$ cat config.mk
export PLATFORM = sky130hd
export DESIGN_NAME = crc_stream_engine
export DESIGN_NICKNAME = d
export VERILOG_FILES = /design/src/rtl/crc_pkg.sv /design/src/rtl/crc_word_step.sv /design/src/rtl/crc_stream_engine.sv
export SDC_FILE = /design/constraint.sdc
export NUM_CORES = 1
export LEC_CHECK = 0
export CAP_MARGIN = 20
export CORE_MARGIN = 3
export CORE_UTILIZATION = 50
export DETAILED_ROUTE_END_ITERATION = 6
export PLACE_DENSITY = 0.7
export SLEW_MARGIN = 20
export SYNTH_ARGS = -nofsm -noshare
export SYNTH_HDL_FRONTEND = slang
export SYNTH_SLANG_ARGS = --single-unit
$ cat constraint.sdc
create_clock -name clk -period 8.85 [get_ports clk]
set_input_delay 1.77 -clock clk [delete_from_list [all_inputs] [get_ports clk]]
set_output_delay 1.77 -clock clk [all_outputs]
set_load 0.005 [all_outputs]
$ cat src/rtl/crc_pkg.sv
// crc_pkg: shared constants, FSM state type and CRC helper functions for
// the streaming CRC engine.
//   CRC32_POLY / CRC32_INIT / CRC32_XOROUT : standard CRC-32 parameters
//   crc_state_t                            : engine FSM states
//   reflect32      : 32-bit bit reversal (bit 0 <-> bit 31)
//   crc_byte_step  : one 8-bit MSB-first LFSR step of a normal-form register
package crc_pkg;

  localparam logic [31:0] CRC32_POLY   = 32'h04C11DB7;
  localparam logic [31:0] CRC32_INIT   = 32'hFFFFFFFF;
  localparam logic [31:0] CRC32_XOROUT = 32'hFFFFFFFF;

  typedef enum logic [1:0] {
    IDLE = 2'd0,
    RUN  = 2'd1,
    DONE = 2'd2
  } crc_state_t;

  function automatic logic [31:0] reflect32(input logic [31:0] v);
    logic [31:0] r;
    for (int i = 0; i < 32; i++) begin
      r[i] = v[31-i];
    end
    return r;
  endfunction

  function automatic logic [7:0] reflect8(input logic [7:0] v);
    logic [7:0] r;
    for (int i = 0; i < 8; i++) begin
      r[i] = v[7-i];
    end
    return r;
  endfunction

  // The register is always kept in normal (MSB-first) form; a reflected
  // input stream is handled by bit-reversing each byte before it enters.
  function automatic logic [31:0] crc_byte_step(
    input logic [31:0] crc,
    input logic [7:0]  data_byte,
    input logic [31:0] poly,
    input logic        reflect_in
  );
    logic [7:0]  b;
    logic [31:0] r;
    b = reflect_in ? reflect8(data_byte) : data_byte;
    r = crc ^ {b, 24'h000000};
    for (int i = 0; i < 8; i++) begin
      r = r[31] ? ((r << 1) ^ poly) : (r << 1);
    end
    return r;
  endfunction

endpackage

$ cat src/rtl/crc_word_step.sv
// crc_word_step: combinational beat update. Chains DATA_W/8 byte steps
// starting from crcIn, byte 0 (data[7:0]) first, and exposes every
// intermediate result.
//   crcIn    : current CRC register
//   data     : beat data
//   crcCand  : crcCand[k] = register after processing bytes 0..k
module crc_word_step
  import crc_pkg::*;
#(
  parameter int          DATA_W     = 32,
  parameter logic [31:0] POLY       = CRC32_POLY,
  parameter bit          REFLECT_IN = 1'b1
) (
  input  logic [31:0]               crcIn,
  input  logic [DATA_W-1:0]         data,
  output logic [DATA_W/8-1:0][31:0] crcCand
);

  localparam int NB = DATA_W / 8;

  // Byte-serial chain; each tap is a candidate for a partial last beat.
  always_comb begin
    logic [31:0] acc;
    acc = crcIn;
    for (int k = 0; k < NB; k++) begin
      acc        = crc_byte_step(acc, data[8*k +: 8], POLY, REFLECT_IN);
      crcCand[k] = acc;
    end
  end

endmodule

$ cat src/rtl/crc_stream_engine.sv
// crc_stream_engine: framed streaming CRC with valid/ready in and out.
//   clk, rst          : clock, synchronous active-high reset
//   start             : begin a frame (loads INIT)
//   inValid/inReady   : input beat handshake
//   inData/inKeep     : beat data, byte-keep mask (last beat only)
//   inLast            : final beat of the frame
//   outValid/outReady : result handshake
//   crcOut            : finalised CRC, held while outValid
//   busy              : engine not idle
module crc_stream_engine
  import crc_pkg::*;
#(
  parameter int          DATA_W      = 32,
  parameter logic [31:0] POLY        = CRC32_POLY,
  parameter logic [31:0] INIT        = CRC32_INIT,
  parameter logic [31:0] XOR_OUT     = CRC32_XOROUT,
  parameter bit          REFLECT_IN  = 1'b1,
  parameter bit          REFLECT_OUT = 1'b1
) (
  input  logic                clk,
  input  logic                rst,
  input  logic                start,
  input  logic                inValid,
  output logic                inReady,
  input  logic [DATA_W-1:0]   inData,
  input  logic [DATA_W/8-1:0] inKeep,
  input  logic                inLast,
  output logic                outValid,
  input  logic                outReady,
  output logic [31:0]         crcOut,
  output logic                busy
);

  localparam int NB = DATA_W / 8;
  localparam int KW = $clog2(NB + 1);

  crc_state_t          state_q, state_d;
  logic [31:0]         crc_q, crc_d;
  logic [31:0]         crc_out_q, crc_out_d;
  logic                out_valid_q, out_valid_d;
  logic                busy_q, busy_d;
  logic [NB-1:0][31:0] cand_s;
  logic [KW-1:0]       keep_cnt_s;
  logic [31:0]         beat_crc_s;
  logic                beat_acc_s;

  function automatic logic [31:0] finalize_crc(input logic [31:0] r);
    return (REFLECT_OUT ? reflect32(r) : r) ^ XOR_OUT;
  endfunction

  crc_word_step #(
    .DATA_W    (DATA_W),
    .POLY      (POLY),
    .REFLECT_IN(REFLECT_IN)
  ) u_word_step (
    .crcIn  (crc_q),
    .data   (inData),
    .crcCand(cand_s)
  );

  // start wins over a simultaneous beat, so it masks ready.
  assign inReady    = (state_q == RUN) && !start;
  assign beat_acc_s = inValid && inReady;
  assign outValid   = out_valid_q;
  assign crcOut     = crc_out_q;
  assign busy       = busy_q;

  // Popcount of the keep mask; contiguity is the producer's obligation.
  always_comb begin
    keep_cnt_s = '0;
    for (int i = 0; i < NB; i++) begin
      keep_cnt_s = keep_cnt_s + KW'(inKeep[i]);
    end
  end

  // Pick the register value after this beat: full beat, or N kept bytes on
  // the last beat (N = 0 leaves the register untouched).
  always_comb begin
    beat_crc_s = cand_s[NB-1];
    if (inLast) begin
      beat_crc_s = crc_q;
      for (int k = 1; k <= NB; k++) begin
        beat_crc_s = (int'(keep_cnt_s) == k) ? cand_s[k-1] : beat_crc_s;
      end
    end else begin
      beat_crc_s = cand_s[NB-1];
    end
  end

  // Next-state, CRC register and result register logic.
  always_comb begin
    state_d     = state_q;
    crc_d       = crc_q;
    crc_out_d   = crc_out_q;
    out_valid_d = out_valid_q;
    case (state_q)
      IDLE: begin
        if (start) begin
          state_d = RUN;
          crc_d   = INIT;
        end else begin
          state_d = IDLE;
        end
      end
      RUN: begin
        if (start) begin
          crc_d = INIT;
        end else if (beat_acc_s) begin
          crc_d = beat_crc_s;
          if (inLast) begin
            state_d     = DONE;
            crc_out_d   = finalize_crc(beat_crc_s);
            out_valid_d = 1'b1;
          end else begin
            state_d = RUN;
          end
        end else begin
          state_d = RUN;
        end
      end
      DONE: begin
        if (outReady) begin
          out_valid_d = 1'b0;
          if (start) begin
            state_d = RUN;
            crc_d   = INIT;
          end else begin
            state_d = IDLE;
          end
        end else begin
          state_d = DONE;
        end
      end
      default: begin
        state_d     = IDLE;
        out_valid_d = 1'b0;
      end
    endcase
    busy_d = (state_d != IDLE);
  end

  // State and output registers with synchronous reset.
  always_ff @(posedge clk) begin
    if (rst) begin
      state_q     <= IDLE;
      crc_q       <= INIT;
      crc_out_q   <= 32'h00000000;
      out_valid_q <= 1'b0;
      busy_q      <= 1'b0;
    end else begin
      state_q     <= state_d;
      crc_q       <= crc_d;
      crc_out_q   <= crc_out_d;
      out_valid_q <= out_valid_d;
      busy_q      <= busy_d;
    end
  end

endmodule

# Yosys cells after proc, flatten, opt, wreduce, memory -nomap -nowiden
# Cells that the tools add are included.
[op_classes]
n_addsub = 3
eq_ne = 11
mux = 53
bitwise_logic = 39
reduce_logical = 9
[ops]
columns = ["operator", "n"]
rows = [
  ["27-bit 2-to-1 mux", 32],
  ["14-bit NOT", 32],
  ["32-bit 2-to-1 mux", 9],
  ["32-bit XOR", 4],
  ["32-bit case mux with 3 select lines", 1],
  ["32-bit NOT", 1],
  ["3-bit == test, second input constant", 3],
  ["2-bit 2-to-1 mux", 4],
  ["2-bit != test, second input constant", 4],
  ["2-bit case mux with 3 select lines", 1],
  ["1-bit 2-to-1 mux", 5],
  ["5-bit AND reduction", 1],
  ["4-bit AND reduction", 1],
  ["2-bit by 1-bit adder with 3-bit output", 1],
  ["3-bit by 1-bit adder with 3-bit output", 1],
  ["3-bit by 2-bit == test with 1-bit output, second input constant", 1],
  ["3-bit != test, second input constant", 1],
  ["1-bit case mux with 3 select lines", 1],
  ["3-bit AND reduction", 1],
  ["3-bit nonzero test", 1],
  ["1-bit by 1-bit adder with 2-bit output", 1],
  ["2-bit by 1-bit == test with 1-bit output, second input constant", 1],
  ["2-bit == test, second input constant", 1],
  ["1-bit logical AND", 2],
  ["4 further kinds", 5],
]
[word_totals]
regBits = 68
inputBits = 42
output_inout_bits = 35

# Longest topological paths before layout
# Gate-level depths: netlist of the first run.
[depth]
depth_word = 73
depth_mapped = 13
mapped_depth_nobuf = 12

# Modules after synthesis
# From an unflattened synthesis of the first run, not the netlist that was laid out.
[hier_totals]
hier_cells = 726
hier_area_um2 = 7957.6
[by_module_without_submodules]
columns = ["module", "n_inst", "cells_each", "area_each_um2"]
rows = [
  ["crc_word_step", 1, 327, 4227.8],
  ["crc_stream_engine", 1, 399, 3729.8],
]

# Worst setup path before layout of the first run
# Ideal clock, no wire load.
[synth_timing]
path_kind = "input -> register"
startpoint = "input inData[4]"
endpoint = "register crc_out_q[20] (netlist: crcOut[20])"
setup_time_ns = 0.067
arrival_time_ns = 5.597
setup_slack_ns = 3.186
path_stages = 11
path_buffers = 0
path_cell_list = "xnor2_2 > xnor3_1 > xor2_2 > xnor3_2 > xnor3_2 > xnor3_1 > xnor3_2 > xor3_1 > a22oi_2 > nand2_1 > a21oi_2"
[synth_between]
elab_chain_len = 41
word_cells_on_any_way = 63
[synth_lines]
columns = ["item", "line_no", "rtl"]
rows = [
  ["from (decl)", "crc_stream_engine.sv:25", "input logic [DATA_W-1:0] inData,"],
  ["32-bit XOR *", "crc_pkg.sv:46", "r = crc ^ {b, 24'h000000};"],
  ["27-bit 2-to-1 mux *", "crc_pkg.sv:48", "r = r[31] ? ((r << 1) ^ poly) : (r << 1);"],
  ["27-bit 2-to-1 mux (3 in a row)", "crc_pkg.sv:48", ""],
  ["32-bit XOR", "crc_pkg.sv:46", ""],
  ["27-bit 2-to-1 mux (2 in a row)", "crc_pkg.sv:48", ""],
  ["14-bit NOT (no line)", "--", ""],
  ["27-bit 2-to-1 mux", "crc_pkg.sv:48", ""],
  ["14-bit NOT (no line)", "--", ""],
  ["[21 not listed]", "--", ""],
  ["27-bit 2-to-1 mux (2 in a row)", "crc_pkg.sv:48", ""],
  ["14-bit NOT (no line)", "--", ""],
  ["27-bit 2-to-1 mux", "crc_pkg.sv:48", ""],
  ["14-bit NOT (no line)", "--", ""],
  ["27-bit 2-to-1 mux", "crc_pkg.sv:48", ""],
  ["32-bit 2-to-1 mux", "crc_stream_engine.sv:83", "beat_crc_s = (int'(keep_cnt_s) == k) ? cand_s[k-1] : beat_crc_s;"],
  ["32-bit 2-to-1 mux *", "crc_stream_engine.sv:80", "if (inLast) begin"],
  ["32-bit NOT (no line) *", "--", ""],
  ["to (signal assigned)", "crc_stream_engine.sv:153", "crc_out_q <= crc_out_d;"],
  ["to (decl)", "crc_stream_engine.sv:39", "logic [31:0] crc_out_q, crc_out_d;"],
]
# Every way passes the cells marked *; elsewhere a longest branch is shown, timed or not.
# A chain may end at the register's enable or synchronous reset.

# Worst setup path in the final report of the first run
[layout_timing]
startpoint = "input inData[3]"
endpoint = "register crc_q[21]"
[layout_between]
elab_chain_len = 42
word_cells_on_any_way = 55
[layout_lines]
columns = ["item", "line_no", "rtl"]
rows = [
  ["32-bit XOR *", "crc_pkg.sv:46", ""],
  ["27-bit 2-to-1 mux *", "crc_pkg.sv:48", ""],
  ["27-bit 2-to-1 mux (2 in a row)", "crc_pkg.sv:48", ""],
  ["14-bit NOT (no line)", "--", ""],
  ["27-bit 2-to-1 mux", "crc_pkg.sv:48", ""],
  ["32-bit XOR *", "crc_pkg.sv:46", ""],
  ["27-bit 2-to-1 mux (2 in a row)", "crc_pkg.sv:48", ""],
  ["14-bit NOT (no line)", "--", ""],
  ["[18 not listed]", "--", ""],
  ["27-bit 2-to-1 mux (2 in a row)", "crc_pkg.sv:48", ""],
  ["14-bit NOT (no line)", "--", ""],
  ["27-bit 2-to-1 mux (6 in a row)", "crc_pkg.sv:48", ""],
  ["32-bit 2-to-1 mux", "crc_stream_engine.sv:83", ""],
  ["32-bit 2-to-1 mux *", "crc_stream_engine.sv:80", ""],
  ["32-bit 2-to-1 mux *", "crc_stream_engine.sv:108", "end else if (beat_acc_s) begin"],
  ["32-bit 2-to-1 mux *", "crc_stream_engine.sv:106", "if (start) begin"],
  ["32-bit case mux with 3 select lines *", "crc_stream_engine.sv:96", "case (state_q)"],
  ["to (signal assigned)", "crc_stream_engine.sv:152", "crc_q <= crc_d;"],
  ["to (decl)", "crc_stream_engine.sv:38", "logic [31:0] crc_q, crc_d;"],
]
# Every way passes the cells marked *; elsewhere a longest branch is shown, timed or not. The select of a mux whose other input is x is not followed.

==> results of run 1 <==
==> per-layer routing <==
layer	vias up	share of wire [%]	global-route usage, %
li1	2858	-	-
met1	3077	41	45.9
met2	339	46	52.4
met3	50	10	9.46
met4	0	3.1	9.78
met5	-	0	0
==> cells in the final DEF (no fill, tap or decap), types with 16 or more instances in the layout <==
cell type and instances:
xor2_1 56, a211oi_1 36, a21oi_1 54, dfxtp_1 68
clkdlybuf4s50_1 76, xnor3_1 52, xnor2_1 148, nand2_1 55
xnor3_2 16, o21ai_0 33, nor2_1 79
==> worst reg2reg max path: stages (launching register included) <==
cell,delay [ns]
dfxtp_1,0.45
xnor2_4,0.56
xnor3_2,0.60
xor2_4,0.50
xnor3_2,0.54
xnor3_2,0.53
xor2_1,0.45
xnor2_1,0.22
xor2_1,0.17
o21ai_0,0.73
o22ai_1,0.18
nand2b_1,0.13
==> flip-flops by register name (all words and copies together) (netlist names) <==
name,flops
outValid,1
crcOut,32
busy,1
crc_q,32
state_q,2
==> final timing paths <==
path / end / slack [ns] / from
max: crc_q[21]$_SDFFE_PP1P_ / 2.23 / inData[3]
min: crcOut[28]$_SDFFE_PP0P_ / 0.46 / crcOut[28]$_SDFFE_PP0P_
max reg2reg: crc_q[21]$_SDFFE_PP1P_ / 3.74 / crc_q[28]$_SDFFE_PP1P_
min reg2reg: crcOut[28]$_SDFFE_PP0P_ / 0.46 / crcOut[28]$_SDFFE_PP0P_
==> stage by stage <==
stage	instances	worst slack, ns
after floorplan	795	3.19
final	1038	2.23
after CTS	1038	2.25
after global routing	1038	2.09
after detailed placement	1022	1.92
after global placement	1022	2.01
==> logic make-up (layout without fill, tap and decap cells) <==
family,count (synthesis),in the layout
adder cells (fa/ha/maj),3,3
XOR/XNOR,311,311
multiplexers,4,4
buffers and inverters,48,107
AO/OA/AOI/OAI,182,182
AND/OR/NAND/NOR,179,179
flip-flops,68,68
==> area by class of cell <==
type,count,area share (%)
inverters,4,0.168
clock inverters,6,0.715
clock buffers,10,2.68
multi-input cells,679,69.2
well taps,184,2.58
repair buffers,87,9.45
flip-flops and latches,68,15.3
==> summary.txt, run 1 <==
Die
  – I/O pin cnt: just under 80
  – Core region area: between 10000 and 15000 µm²
  – Die height: around 130 µm
  – Rows: between 40 and 50
  – Die area: between 15000 and 20000 µm²
  – Initial core utilization: 52.2%
  – Die W: 130 µm

Drt
  – Post-route ant nets: 0
  – WL final: 28.2 mm
  – WL/cell: 27.2 µm
  – DR pass1 iterations: 5
  – DRC viols: 0
  – DRT iter0 DRCs: around 840
  – DR vias: between 6000 and 7000
  – Vias per inst: 6.09

Worst setup path
  – Worst Setup Start Kind: input pin
  – Family with the most delay on the worst path: XOR/XNOR gates
  – Arrival @ worst endpoint: 6.88 ns
  – Kind of critical path: input pin to flop
  – CP most frequent cell: xnor3_2
  – Crit path depth: 12
  – CP Cell Sequence: clkdlybuf4s50_1 > xnor2_4 > xnor3_2 > xor2_4 > xnor3_2 > xnor3_2 > xor2_1 > xnor2_1 > xor2_1 > o21ai_0 > o22ai_1 > nand2b_1
  – CP max stage cell: o21ai_0
  – Critical path required time: between 9 and 10 ns
  – Highest cell delay on the worst timing path: 0.73 ns
  – Crit path buf inv count: 1
  – Critical path peak fanout: 10
  – Worst R2R Path Depth: 11
  – Crit end category: flop

Finish
  – Area delta synth->final: 15.5%
  – Final instance area: 8920 µm²
  – FF+latch area: 1360 µm²
  – Multi-input logic area: around 6200 µm²
  – Number of fill cells: between 1000 and 1500
  – NumNets Final: 894
  – Antenna Cells: 0
  – Share of cells above drive strength 1: a little under a tenth
  – Core Util, Final: roughly three fifths

Global route
  – Initial antenna violation count: 0
  – Grt ovf: 0
  – First-pass GRT wire length: just over 40 mm
  – Largest net degree at the start of global routing: 49
  – GR Util All Layers: 33.7%
  – Vias in the first global route: 6237

Outcome
  – Outcome: finished, final reports clean

Yosys
  – Synth Area in Simple Gates: 9.88%
  – Largest cells by area after synthesis: dfxtp_1 (18%), xnor2_1 (17%), xnor3_1 (15%), xor2_1 (6.3%), xnor3_2 (4.9%)
  – Syn_area_per_cell: 9.72 µm²
  – Synthesized flop and latch total: 68
  – Post-Syn Nets: 840
  – Post-Syn Area: 7720 µm²
  – Post-synth top area cell: dfxtp_1
  – Share of flip-flops with an asynchronous set or reset: 0%
  – Post-synthesis cell type count: 54
  – Complex-gate fraction of the synthesized area: 15.0%
  – Number of flops mapped to enable cells by yosys: 0
  – Share of Yosys cell area claimed by the top area cell type: 17.6%
  – Post-synth top cells: xnor2_1 (148), nor2_1 (79), dfxtp_1 (68)
  – Mapped Cells: 795
  – Post-synthesis xor/xnor area fraction: between 50% and 60%
  – Yosys warning total: 0
  – Top FF cell, synth: dfxtp_1
  – Multiplexer share of the synthesized area: 0.567%
  – Cell with the most instances after synthesis: xnor2_1
  – Main combinational cell family by area after synthesis: XOR/XNOR gates
  – Sequential share of the synthesized area: roughly 18%
  – Adder-cell share of the synthesized area: less than 1%

Timing
  – Setup TNS: 0 ns
  – Final Skew: 0.00492 ns
  – RSZ-0062 raised after global routing: false
  – Max Fclk: approximately 150 MHz
  – Minimum clock period: 6.62 ns
  – Hold Slack: 0.458 ns
  – Slew @ Worst Pin: 1.13 ns
  – Fin. Hold Viols: 0
  – Max Slew Vio Count: 0
  – Slew HR: about 24%
  – Tcrit/Tclk final: 74.8%
  – Final setup fails: 0

Clock network
  – Number of hold buffers added after cts: 0
  – H-tree levels: 3
  – CTS Sinks: between 60 and 70
  – Post-CTS setup repair buffer count: 0
  – CTS root buf: clkbuf_16
  – PostCTS Resize Cnt: 0
  – CTS tree: done
  – Clock latency at the later pin of the worst-skew pair: 0.33 ns
  – Max clock buf depth: 2
  – CTS clk-pin slew, worst paths: 0.06 ns
  – TritonCTS buffer count: 9

Hold path
  – Worst hold stages: 2
  – Min-delay worst type: flop to flop

Placement
  – Final Wtd Congestion: 1.04
  – Port bufs: 76
  – DP Wirelength: roughly 23 mm
  – Area after DPL: 8620 µm²

Run
  – Number of max-cap violations: 0
Power of run 1 is not shown: default switching activity piles up to over one toggle a cycle in this logic, so the estimate is an artifact.
==> run 2: changes to the inputs <==
Clock period 8.85 ns to 6.9 ns, I/O delays scaled along.
==> summary.txt, run 2 (synthesis results as in run 1) <==
Clock network
  – Number of hold buffers added after cts: 0 (unchanged)
  – Max clock buf depth: 2 (unchanged)
  – CTS root buf: clkbuf_16
  – Clock latency at the later pin of the worst-skew pair: 0.33 ns (about the same)
  – CTS Sinks: 68 (unchanged)
  – Post-CTS setup repair buffer count: 0 (unchanged)
  – CTS tree: done
  – CTS clk-pin slew, worst paths: 0.06 ns (about the same)
  – PostCTS Resize Cnt: 0 (unchanged)
  – H-tree levels: 3 (unchanged)
  – TritonCTS buffer count: 9 (unchanged)

Finish
  – Number of fill cells: 1272 (-1.7%)
  – Antenna Cells: 0 (unchanged)
  – Area delta synth->final: 17.0%
  – Most frequent cells in the layout: xnor2_1 (148), nor2_1 (79), clkdlybuf4s50_1 (76)
  – Non-filler cells, final: 1054 (+1.5%)
  – FF+latch area: 1360 µm² (unchanged)
  – NumNets Final: 910 (+1.8%)
  – Leading cell type in the layout, fill and taps excluded: xnor2_1
  – Share of cells above drive strength 1: 10.9% (+1.6 points)
  – Multi-input logic area: 6170 µm² (about the same)

Outcome
  – Outcome: finished, final reports clean

Worst setup path
  – Critical path startpoint: inData[3]
  – Kind of critical path: input pin to flop
  – Worst Setup Start Kind: input pin
  – Crit path to: crcOut[25]$_SDFFE_PP0P_
  – Critical path required time: 7.08 ns (-2.04 ns)
  – Arrival @ worst endpoint: 6.51 ns (-0.37 ns)
  – Crit end category: flop
  – Critical path peak fanout: 10 (unchanged)
  – Reg-to-reg slack, setup: 1.67 ns (-2.07 ns)
  – Reg2reg start: crc_q[28]$_SDFFE_PP1P_
  – Reg2reg end: crcOut[25]$_SDFFE_PP0P_
  – Worst R2R Path Depth: 11 (unchanged)

Drt
  – DRC viols: 0 (unchanged)
  – WL final: 28.7 mm (+1.7%)
  – DRT iter0 DRCs: 1000 (+20%)
  – WL/cell: 27.2 µm (+0.12%)
  – Post-route ant nets: 0 (unchanged)
  – DR pass1 iterations: 5 (unchanged)
  – DR vias: 6558 (+3.7%)
  – Vias per inst: 6.22 (+2.1%)

Die
  – Die height: 130 µm (unchanged)
  – Die area: 17000 µm² (unchanged)
  – Rows: 44 (unchanged)
  – Die W: 130 µm (unchanged)
  – Core region area: 14800 µm² (unchanged)
  – Initial core utilization: 52.2% (unchanged)
  – I/O pin cnt: 77 (unchanged)

Placement
  – DP Cell Count: 1038 (+1.6%)
  – Port bufs: 76 (unchanged)
  – DP Wirelength: 23.3 mm (+2.6%)
  – Final Wtd Congestion: 1.02 (-2.5%)

Timing
  – Final setup fails: 0 (unchanged)
  – Minimum clock period: between 6 and 7 ns
  – Slew HR: 28.4% (+4.1 points)
  – Slew @ Worst Pin: 1.07 ns (-0.0608 ns)
  – Max Fclk: 158 MHz
  – Tcrit/Tclk final: 91.7%
  – Fin. Hold Viols: 0 (unchanged)
  – Max Slew Vio Count: 0 (unchanged)
  – RSZ-0062 raised after global routing: false
  – Final Skew: 0.0120 ns (+0.00708 ns)
  – Setup TNS: 0 ns (unchanged)

Global route
  – GR Util All Layers: 34.1% (+0.45 points)
  – Initial antenna violation count: 0 (unchanged)
  – Grt ovf: 0 (unchanged)
  – Largest net degree at the start of global routing: 49 (unchanged)
  – First-pass GRT wire length: 41.6 mm (+1.2%)
  – Vias in the first global route: 6367 (+2.1%)

Hold path
  – Hold Startpoint: crcOut[24]$_SDFFE_PP0P_
  – Min-delay worst type: flop to flop

Run
  – Number of max-cap violations: 0 (unchanged)
==> run 2: layout make-up <==
class	instances	share of cell area [%]
multi-input combinational	679	68.3
sequential	68	15.1
timing repair buffer	103	10.7
tap	184	2.55
clock buffer	9	2.49
clock inverter	7	0.830
inverter	4	0.166
==> run 2: how the worst min path moves through the flow <==
stage / to / depth (start not counted)
floorplan: crcOut[5]$_SDFFE_PP0P_ / 2
global placement: outValid$_SDFFE_PP0P_ / 2
CTS: outValid$_SDFFE_PP0P_ / 2
detailed placement: outValid$_SDFFE_PP0P_ / 2
global route: outValid$_SDFFE_PP0P_ / 2
finish: crcOut[24]$_SDFFE_PP0P_ / 2
==> run 2: metal layers <==
metal | share of wire [%] | global-route usage, % | wire length, µm
met5 | 0 | 0 | 0
met4 | 5.1 | 13.9 | 1460
met3 | 11 | 8.31 | 3100
met2 | 44 | 51.9 | 12600
met1 | 40 | 46.8 | 11500
==> run 2: metrics by stage <==
step / setup WS (ns) / hold WS, ns / cell area, µm² / util, %
global route: 0.390 / 0.481 / 9040 / 61.1
global placement: 0.362 / 0.446 / 8740 / 59.0
floorplan: 1.63 / 0.448 / 7720 / -
CTS: 0.575 / 0.462 / 9040 / 61.1
detailed placement: 0.270 / 0.453 / 8740 / 59.0
finish: 0.576 / 0.459 / 9040 / 61.1
==> run 2: worst max-delay path, cell delays in order <==
cell and delay, ns:
clkdlybuf4s50_1 0.55, xnor2_4 0.50, xnor3_2 0.58, xor2_4 0.25
xnor2_4 0.53, xnor3_1 0.70, xnor3_2 0.57, xor2_1 0.40
xor2_1 0.25, nor3_1 0.07, nor3b_1 0.56, a211oi_1 0.16
Power of run 2 is left out for the same reason.
==> run 3: changes to the inputs <==
Settings changed: RECOVER_POWER set to 50.
==> summary.txt, run 3 (synthesis results as in run 1) <==
Outcome
  – Outcome: finished, final reports clean

Timing
  – Final setup fails: 0 (unchanged)
  – Max Slew Vio Count: 0 (unchanged)
  – Max Fclk: 154 MHz (-2.8%)
  – RSZ-0062 raised after global routing: false
  – Minimum clock period: 6.50 ns (+0.181 ns)
  – Fin. Hold Viols: 0 (unchanged)
  – Setup TNS: 0 ns (unchanged)
  – Slew HR: 28.5% (+0.15 points)
  – Tcrit/Tclk final: 94.3% (+2.6 points)
  – Final WS setup: 0.395 ns (-0.181 ns)
  – Final Skew: 0.00964 ns (-0.00236 ns)
  – Slew @ Worst Pin: 1.07 ns (-0.00225 ns)

Worst setup path
  – CP most frequent cell: xor2_1
  – Crit path depth: 12 (unchanged)
  – Worst Setup Start Kind: input pin
  – Critical path peak fanout: 7 (-3)
  – Crit path to: crcOut[25]$_SDFFE_PP0P_
  – Kind of critical path: input pin to flop
  – Worst R2R Path Depth: 11 (unchanged)
  – CP Cell Sequence: clkdlybuf4s50_1 > xor2_2 > xnor3_2 > xor2_1 > xnor3_2 > xnor2_1 > xor3_1 > xor2_1 > xor2_1 > nor3_1 > nor3b_1 > a211oi_1
  – Crit end category: flop
  – Highest cell delay on the worst timing path: 0.76 ns (+0.06 ns)
  – Family with the most delay on the worst path: XOR/XNOR gates
  – Critical path startpoint: inData[1]
  – Arrival @ worst endpoint: 6.69 ns (+0.18 ns)
  – Reg2reg start: crc_q[30]$_SDFFE_PP1P_
  – CP max stage cell: xor2_1
  – Critical path required time: 7.08 ns (about the same)
  – Reg2reg end: crcOut[25]$_SDFFE_PP0P_
  – Crit path buf inv count: 1 (unchanged)
  – Reg-to-reg slack, setup: 1.49 ns (-0.18 ns)

Clock network
  – CTS clk-pin slew, worst paths: 0.06 ns (about the same)
  – Number of hold buffers added after cts: 0 (unchanged)
  – CTS root buf: clkbuf_16
  – PostCTS Resize Cnt: 0 (unchanged)
  – Clock latency at the later pin of the worst-skew pair: 0.33 ns (about the same)
  – CTS Sinks: 68 (unchanged)
  – TritonCTS buffer count: 9 (unchanged)
  – H-tree levels: 3 (unchanged)
  – Post-CTS setup repair buffer count: 0 (unchanged)
  – CTS tree: done
  – Max clock buf depth: 2 (unchanged)

Placement
  – DP Wirelength: 23.3 mm (unchanged)
  – Port bufs: 76 (unchanged)
  – Final Wtd Congestion: 1.02 (unchanged)
  – Setup WS pre-CTS: 0.270 ns (unchanged)
  – DP Cell Count: 1038 (unchanged)

Drt
  – DRT iter0 DRCs: 832 (-17%)
  – DR vias: 6567 (+0.14%)
  – WL final: 28.7 mm (+0.13%)
  – Routed met1 length: 11.7 mm (+1.9%)
  – Top layer in use: met4
  – Met2 Wirelength: 12.7 mm (+0.27%)
  – DRC viols: 0 (unchanged)
  – DR pass1 iterations: 6 (+1)
  – Post-route ant nets: 0 (unchanged)
  – WL/cell: 27.2 µm (+0.13%)
  – Met3 wire length: 2.92 mm (-5.9%)
  – Vias per inst: 6.23 (+0.14%)

Finish
  – Antenna Cells: 0 (unchanged)
  – Core Util, Final: 60.8% (-0.23 points)
  – Share of cells above drive strength 1: 10.1% (-0.80 points)
  – Leading cell type in the layout, fill and taps excluded: xnor2_1
  – NumNets Final: 910 (unchanged)
  – Most frequent cells in the layout: xnor2_1 (150), nor2_1 (79), dfxtp_1 (68)
  – Non-filler cells, final: 1054 (unchanged)
  – Number of fill cells: 1279 (+0.55%)
  – Area delta synth->final: 16.6%

Die
  – Core region area: 14800 µm² (unchanged)
  – Die area: 17000 µm² (unchanged)
  – Rows: 44 (unchanged)
  – Initial core utilization: 52.2% (unchanged)
  – Die W: 130 µm (unchanged)
  – Die height: 130 µm (unchanged)
  – I/O pin cnt: 77 (unchanged)

Global route
  – GR Util All Layers: 34.1% (unchanged)
  – Largest net degree at the start of global routing: 49 (unchanged)
  – Grt ovf: 0 (unchanged)
  – Vias in the first global route: 6367 (unchanged)
  – Initial antenna violation count: 0 (unchanged)
  – First-pass GRT wire length: 41.6 mm (unchanged)

Run
  – Number of max-cap violations: 0 (unchanged)

Hold path
  – Min-delay worst type: flop to flop
-- run 3: cell types whose count changed in the layout (fill, tap and decap cells not counted), moves of 3 or more --
| cell | before | now |
|---|---|---|
| clkdlybuf4s50_1 | 76 | 40 |
| xnor3_2 | 16 | 13 |
| dlygate4sd3_1 | 0 | 36 |
| xnor3_1 | 52 | 55 |
-- run 3: worst min-delay path by stage --
stage,startpoint,end,cells past startpoint
6_report,crcOut[24]$_SDFFE_PP0P_,crcOut[24]$_SDFFE_PP0P_,2
5_1_grt,outValid$_SDFFE_PP0P_,outValid$_SDFFE_PP0P_,2
4_1_cts,outValid$_SDFFE_PP0P_,outValid$_SDFFE_PP0P_,2
2_1_floorplan,crcOut[5]$_SDFFE_PP0P_,crcOut[5]$_SDFFE_PP0P_,2
3_3_place_gp,outValid$_SDFFE_PP0P_,outValid$_SDFFE_PP0P_,2
3_5_place_dp,outValid$_SDFFE_PP0P_,outValid$_SDFFE_PP0P_,2
-- run 3: cell type report --
type                    count  area, µm²  share of cell area (%)
clock inverters             7       75.1                   0.833
well taps                 184        230                    2.56
multi-input cells         679       6140                    68.1
flip-flops and latches     68       1360                    15.1
clock buffers               9        225                    2.50
inverters                   4       15.0                   0.167
repair buffers            103        963                    10.7
-- run 3: worst register-to-register path, delay by kind of cell (launching register included) --
kind            cells  cell delay, ns
xor+xnor            8            3.93
simple gates        2            0.64
flops               1            0.51
compound gates      1            0.16
-- run 3: per-stage QoR --
| stage | hold WS [ns] | cell area, µm² |
|---|---|---|
| floorplan | 0.448 | 7720 |
| global placement | 0.446 | 8740 |
| detailed placement | 0.453 | 8740 |
| CTS | 0.462 | 9040 |
| global route | 0.478 | 9010 |
| finish | 0.456 | 9010 |
-- run 3: layer usage --
metal	vias up	track usage (%)
li1	2906	-
met1	3200	46.8
met5	-	0
met2	388	51.9
met3	73	8.31
met4	0	13.9
Power of run 3 is left out for the same reason.
